`src/rtl/sync_fifo.sv`:
```
// Show-ahead single-clock FIFO: head entry visible on oRD_DATA, one cycle write-to-read latency.
// Backpressure via oWR_FULL (writes while full are dropped); reads while empty are ignored.
module sync_fifo #(
    parameter int P_N       = 16,
    parameter int P_DEPTH   = 4,
    parameter int P_DEPTH_N = 2
) (
    input  logic                 iCLOCK,
    input  logic                 inRESET,
    output logic [P_DEPTH_N:0]   oCOUNT,
    input  logic                 iWR_EN,
    input  logic [P_N-1:0]       iWR_DATA,
    output logic                 oWR_FULL,
    input  logic                 iRD_EN,
    output logic [P_N-1:0]       oRD_DATA,
    output logic                 oRD_EMPTY
);

    localparam logic [P_DEPTH_N:0] PTR_ONE = 1;

    logic [P_N-1:0]     mem [P_DEPTH];
    logic [P_DEPTH_N:0] wptr;
    logic [P_DEPTH_N:0] rptr;
    logic               wr_ok;
    logic               rd_ok;

    // Flags come straight from the pointers; the extra MSB separates full from empty.
    assign oRD_EMPTY = (wptr == rptr);
    assign oWR_FULL  = (wptr[P_DEPTH_N] != rptr[P_DEPTH_N]) &&
                       (wptr[P_DEPTH_N-1:0] == rptr[P_DEPTH_N-1:0]);
    assign oCOUNT    = wptr - rptr;
    assign oRD_DATA  = mem[rptr[P_DEPTH_N-1:0]];

    assign wr_ok = iWR_EN && !oWR_FULL;
    assign rd_ok = iRD_EN && !oRD_EMPTY;

    always_ff @(posedge iCLOCK or negedge inRESET) begin
        if (!inRESET) begin
            wptr <= '0;
            rptr <= '0;
        end else begin
            if (wr_ok) wptr <= wptr + PTR_ONE;
            if (rd_ok) rptr <= rptr + PTR_ONE;
        end
    end

    // Storage carries no reset; stale words are unreachable once the pointers clear.
    always_ff @(posedge iCLOCK) begin
        if (wr_ok) mem[wptr[P_DEPTH_N-1:0]] <= iWR_DATA;
    end

endmodule

```
`config.mk`:
```
export PLATFORM = sky130hd
export DESIGN_NAME = sync_fifo
export DESIGN_NICKNAME = d
export VERILOG_FILES = /design/src/rtl/sync_fifo.sv
export SDC_FILE = /design/constraint.sdc
export NUM_CORES = 1
export LEC_CHECK = 0
export CORE_UTILIZATION = 40
export DETAILED_ROUTE_END_ITERATION = 10
export MAX_ROUTING_LAYER = met4
export PLACE_DENSITY = 0.58
export SETUP_SLACK_MARGIN = 0.5
export SLEW_MARGIN = 20
export SYNTH_ARGS = -nofsm -noshare
export SYNTH_HDL_FRONTEND = slang
export SYNTH_SLANG_ARGS = --single-unit
```
`constraint.sdc`:
```
create_clock -name iCLOCK -period 2.5 [get_ports iCLOCK]
set_input_delay 0.25 -clock iCLOCK [delete_from_list [all_inputs] [get_ports iCLOCK]]
set_output_delay 0.25 -clock iCLOCK [all_outputs]
set_load 0.05 [all_outputs]
```
==> results by group, run 1 <==
Status
  – Outcome: completed

Logic synthesis
  – Post-Syn Area per Cell: 21.49 sq um
  – Synth area leaders: edfxtp_1 69%, mux4_2 13%, dfrtp_1 5.4%
  – YS warnings: 0
  – Sequential share of the synthesized area: 74.73%
  – Synth Net Count: 157
  – #FFs+latches synth: 70
  – Gate count of the mapped netlist: approximately 130
  – Area leader, netlist: edfxtp_1
  – Share of the synthesized area in the top cell type: 69.31%
  – Post-Synthesis Cell Area: around 2800 sq um
  – Cell variety after synth: 21

CTS
  – Num Clock Sinks: 70
  – CTS Root Cell: clkbuf_8
  – TritonCTS clock tree: yes
  – Clock Path Buffers: 2
  – H-tree levels: 3
  – Clock Pin Slew Worst Setup and Hold Paths: 0.07 ns
  – Number of buffers created by CTS: 9
  – Clk_lat worst skew: 0.33 ns

Route
  – DRT Pass-1 Iters: 4
  – Routed wl met3: 166 um
  – Metal-1 WL: 1.905 mm
  – Met2 Wirelength: 2.670 mm
  – Drt total wl: about 4.8 mm
  – # DRC: 0
  – Vias: 1330
  – Post-DRT Antenna Nets: 0
  – Violation count after the first detailed-route iteration: 84
  – DR WL/cell: 18.23 um
  – Top sig layer: met4
  – Via density: 5.038

Critical path
  – Worst reg2reg startpoint: wptr[1]$_DFFE_PN0P_
  – Setup crit start kind: flop
  – CP cell instances: inv_2, ha_4, inv_2, fa_2, xnor2_2, buf_12
  – Critical Path Most Common Cell: inv_2
  – Crit path capture type: output pin
  – Crit-path max FO: 3
  – Slowest stage delay, CP: approximately 0.40 ns
  – CP max stage cell: dfrtp_1
  – Crit Path Class: reg2out
  – Buffers plus inverters on the worst setup path: 3
  – Reg-to-Reg End: mem[1][11]$_DFFE_PP_
  – R2R cell count: 3
  – CP delay by family, top: adder cells
  – Worst EP arrival: 1.74 ns
  – Worst Path Required: approximately 2.3 ns
  – Reg2Reg Setup Slack: 0.65 ns

Finish
  – Commonest non-fill, non-tap cell in the layout: edfxtp_1
  – Share of layout cells above drive strength 1: 40.64%
  – Layout area overhead: 28.61%
  – Nets@finish: 210
  – Filler cells: between 500 and 600
  – # diodes: 0
  – Commonest cells after routing, fill and taps aside: 64 x edfxtp_1, 22 x buf_4, 19 x clkdlybuf4s50_1

Floorplan
  – Die area: 7268 sq um
  – Core Region: 6531 sq um
  – Die X: 85.26 um
  – FP Rows: 29
  – Initial cell density of the core: 42.45%
  – Boundary Pins: 41
  – Die Y: 85.26 um

Timing
  – TNS Setup: 0 ns
  – RSZ-0062 raised after global routing: true
  – Slew Viols, Final: 0
  – Relative slew slack: 70.51%
  – Clock Skew: 0.006351 ns
  – Setup violations, final: 0
  – Worst Max-Slew Pin Slew: 0.4424 ns
  – Final hold violation count: 0
  – Final Cycle Share: 79.55%
  – Upper clock frequency limit: 502.8 MHz
  – Fin crit period: 1.989 ns

Global route
  – Pin count of the biggest net entering global routing: 19
  – Global route overflow: 0
  – Total GRT Usage: about 15%
  – Initial antenna violation count: 0
  – Vias in the first global route: 1526
  – First-pass GRT wire length: 7.527 mm

Placed design
  – Gpl congestion: 0.8775
  – IO buf count: 40
  – DP Wirelength: slightly above 3 mm

Flow run
  – MaxCap Viol Count: 0

Hold path
  – Worst hold path class: in2async
[worst max-delay path by stage]
stage / slack, ns / start / cells past startpoint / end
after floorplan: 0.46 / rptr[1]$_DFFE_PN0P_ / 5 / oCOUNT[2]
after global placement: 0.70 / wptr[0]$_DFFE_PN0P_ / 4 / mem[1][9]$_DFFE_PP_
after detailed placement: 0.62 / wptr[0]$_DFFE_PN0P_ / 4 / mem[1][14]$_DFFE_PP_
after CTS: 0.51 / wptr[0]$_DFFE_PN0P_ / 6 / oCOUNT[2]
after global routing: 0.42 / wptr[0]$_DFFE_PN0P_ / 6 / oCOUNT[2]
final: 0.51 / wptr[0]$_DFFE_PN0P_ / 6 / oCOUNT[2]
[cells by family (layout without fill, tap and decap cells)]
kind of cell	after synthesis	after routing	synth area share, %
buffers and inverters	12	70	2.121
XOR/XNOR	4	4	1.535
multiplexers	20	20	14.85
flip-flops	70	70	74.73
AND/OR/NAND/NOR	11	11	1.895
adder cells (fa/ha/maj)	8	8	3.881
AO/OA/AOI/OAI	4	4	0.9929
[timing repair]
item / CTS / global route
hold buffers: 0 / 0
gates resized for setup: 4 / 6
setup buffers: 1 / 2
setup endpoints to repair: 18 / 12
cloned: 0 / 1
pin swaps: 1 / 2
[sequential cells by signal (all words and copies together) (netlist names)]
register and flops:
mem 64, rptr 3, wptr 3
[worst reg2reg max path: stages (launching register included)]
cell	delay, ns
dfrtp_1	0.47
ha_1	0.37
nand3_1	0.16
and3_2	0.50
[routing by layer]
| layer | up-vias | global-route usage, % |
|---|---|---|
| li1 | 621 | - |
| met1 | 674 | 16.15 |
| met2 | 28 | 25.07 |
| met3 | 7 | 3.210 |
| met4 | 0 | 7.273 |
| met5 | - | - |
[synth_stat cells (all sizes together)]
cell and count:
edfxtp 64, mux4 16, inv 8, ha 7
dfrtp 6, nand2 5, and3 4, buf 4
mux2 3, o21ai 3, xnor2 3, a31o 1
fa 1, mux2i 1, nand3 1, nor2 1
xor2 1
[cell type report]
| cell class | count | area (sq um) | share of cell area (%) |
|---|---|---|---|
| Tap cell | 77 | 96.34 | 2.702 |
| Clock buffer | 9 | 123.9 | 3.474 |
| Inverter | 8 | 30.03 | 0.8421 |
| Sequential cell | 70 | 2073 | 58.14 |
| Multi-Input combinational cell | 47 | 683.2 | 19.16 |
| Timing Repair Buffer | 46 | 460.4 | 12.91 |
| Clock inverter | 7 | 98.84 | 2.772 |
[metrics by stage]
| stage | util [%] | instance area [sq um] | hold WS [ns] | std cells | worst slack [ns] |
|---|---|---|---|---|---|
| 2_1_floorplan | - | 2788 | -0.04559 | 129 | 0.4608 |
| 6_report | 54.60 | 3566 | 0.1674 | 264 | 0.5113 |
| 3_3_place_gp | 49.85 | 3256 | 0.5146 | 244 | 0.6983 |
| 3_5_place_dp | 49.85 | 3256 | 0.5267 | 244 | 0.6183 |
| 4_1_cts | 53.60 | 3501 | 0.1604 | 261 | 0.5121 |
| 5_1_grt | 54.60 | 3566 | 0.1613 | 264 | 0.4210 |
Power of run 1 is left out: the tool's default activity adds up to more than one toggle a clock period on the data nets, which glitch-free logic cannot reach.
==> inputs of run 2 (changes only) <==
- clock period: 2.5 -> 2 ns (I/O delays scaled with it)
==> run 2 against run 1 <==
Core utilization grew 2.6 points. Worst setup slack got worse by 0.40 ns. Non-clock buffer count rose by 7.
==> results by group, run 2 (synthesis gave the netlist of run 1 again) <==
Floorplan
  – Die area: 7268 sq um (unchanged)
  – Core Region: 6531 sq um (unchanged)
  – Die Y: 85.26 um (unchanged)
  – FP Rows: 29 (unchanged)
  – Die X: 85.26 um (unchanged)
  – Initial cell density of the core: 42.45% (unchanged)
  – Boundary Pins: 41 (unchanged)

Critical path
  – Crit path capture type: output pin (unchanged)
  – Setup crit start kind: flop (unchanged)
  – Crit-path max FO: 2 (was 3)
  – Worst Path Required: 1.80 ns (was 2.25 ns)
  – Crit Path Class: reg2out (unchanged)
  – Worst EP arrival: 1.69 ns (was 1.74 ns)
  – Reg2Reg Setup Slack: 0.33 ns (was 0.65 ns)

CTS
  – CTS Root Cell: clkbuf_8 (unchanged)
  – Clock Pin Slew Worst Setup and Hold Paths: 0.08 ns (was 0.07 ns)
  – H-tree levels: 3 (unchanged)
  – Clk_lat worst skew: 0.33 ns (about the same)
  – TritonCTS clock tree: yes (unchanged)
  – Num Clock Sinks: 70 (unchanged)
  – Number of buffers created by CTS: 9 (unchanged)
  – Hold_buf cts: 0 (unchanged)
  – Clock Path Buffers: 2 (unchanged)

Timing
  – Post-route setup slack: 0.1123 ns (was 0.5113 ns)
  – Fin crit period: 1.888 ns
  – Clock Skew: 0.01304 ns (was 0.006351 ns)
  – RSZ-0062 raised after global routing: true (unchanged)
  – Upper clock frequency limit: ~530 MHz
  – Setup violations, final: 0 (unchanged)
  – Worst Max-Slew Pin Slew: 0.3740 ns (was 0.4424 ns)
  – TNS Setup: 0 ns (unchanged)
  – Slew Viols, Final: 0 (unchanged)
  – Final Cycle Share: 94.38%
  – Final hold violation count: 0 (unchanged)
  – Relative slew slack: 74.99% (was 70.51%)

Hold path
  – Worst hold path class: in2async (unchanged)

Route
  – Drt total wl: 5.340 mm (was 4.812 mm)
  – DR WL/cell: 19.49 um (was 18.23 um)
  – Post-DRT Antenna Nets: 0 (unchanged)
  – # DRC: 0 (unchanged)
  – Via density: 5.153 (was 5.038)
  – Vias: 1412 (was 1330)
  – DRT Pass-1 Iters: 4 (unchanged)
  – Violation count after the first detailed-route iteration: 56 (was 84)

Global route
  – Pin count of the biggest net entering global routing: 19 (unchanged)
  – Global route overflow: 0 (unchanged)
  – Total GRT Usage: 16.65% (was 14.62%)
  – Initial antenna violation count: 0 (unchanged)
  – Vias in the first global route: 1542 (was 1526)
  – First-pass GRT wire length: 8.383 mm (was 7.527 mm)

Finish
  – Util after Layout: 57.16% (was 54.60%)
  – Final Cell Area: 3734 sq um (was 3566 sq um)
  – Nets@finish: 220 (was 210)
  – Layout area overhead: 34.66% (was 28.61%)
  – Share of layout cells above drive strength 1: 45.69% (was 40.64%)
  – # diodes: 0 (unchanged)
  – Max FFs per register: 64 (unchanged)
  – Commonest cells after routing, fill and taps aside: 64 x edfxtp_1, 24 x buf_4, 19 x clkdlybuf4s50_1 (was 64 x edfxtp_1, 22 x buf_4, 19 x clkdlybuf4s50_1)
  – Commonest non-fill, non-tap cell in the layout: edfxtp_1 (unchanged)

Flow run
  – MaxCap Viol Count: 0 (unchanged)

Status
  – Outcome: completed (unchanged)

Placed design
  – Placed cell area: 3383 sq um (was 3256 sq um)
  – DP Wirelength: 3.210 mm (was 3.093 mm)
  – Setup WS pre-CTS: 0.2885 ns (was 0.6183 ns)
  – Gpl congestion: 0.7958 (was 0.8775)
  – IO buf count: 40 (unchanged)
-- run 2: routing by layer --
| metal | vias up | part of all wire (%) | GRT usage, % |
|---|---|---|---|
| li1 | 645 | - | - |
| met1 | 726 | 43 | 20.29 |
| met2 | 34 | 52 | 27.05 |
| met3 | 7 | 3.4 | 3.502 |
| met4 | 0 | 1.4 | 7.273 |
| met5 | - | 0 | - |
-- run 2: final timing paths --
check | endpoint | from | depth (start not counted)
worst min register to register | wptr[2]$_DFFE_PN0P_ | wptr[2]$_DFFE_PN0P_ | 2
worst min-delay path | wptr[0]$_DFFE_PN0P_ | inRESET | 1
min in group iCLOCK | mem[1][8]$_DFFE_PP_ | iWR_DATA[8] | 1
worst max register to register | mem[1][11]$_DFFE_PP_ | wptr[2]$_DFFE_PN0P_ | 6
max in group asynchronous | rptr[0]$_DFFE_PN0P_ | inRESET | 1
worst max-delay path | oCOUNT[2] | wptr[0]$_DFFE_PN0P_ | 6
-- run 2: critical path, cell delays in order, from the launching register on --
cell     delay [ns]
dfrtp_1        0.40
inv_2          0.09
ha_4           0.13
inv_1          0.04
fa_2           0.37
xnor2_4        0.17
buf_12         0.15
-- run 2: final cells by class --
cell class / instances / area [sq um]
clock buffers: 12 / 155.1
multi-input cells: 50 / 797.0
fillers: 506 / 2798
inverters: 8 / 35.03
clock inverters: 4 / 21.27
well taps: 77 / 96.34
repair buffers: 53 / 553.0
flip-flops and latches: 70 / 2076
-- run 2: repair_timing --
action                     CTS  global route
gates resized for setup      4             8
cloned                       3             0
setup buffers                6             5
setup endpoints to repair   89            88
pin swaps                    6             3
-- run 2: metrics by stage --
step                      std cells  hold WS [ns]
after floorplan                 129      -0.09559
after global placement          244        0.4757
after detailed placement        244        0.4870
after CTS                       269        0.1287
after global routing            274        0.1327
final                           274        0.1254
Power of run 2 is left out for the same reason.
==> inputs of run 3 (changes only) <==
- GPL_ROUTABILITY_DRIVEN: not set -> 0
- GPL_TIMING_DRIVEN: not set -> 1
==> results of run 3 <==
Final layout, timing and power as in run 2 (identical DEF).
Power of run 3 is left out for the same reason.
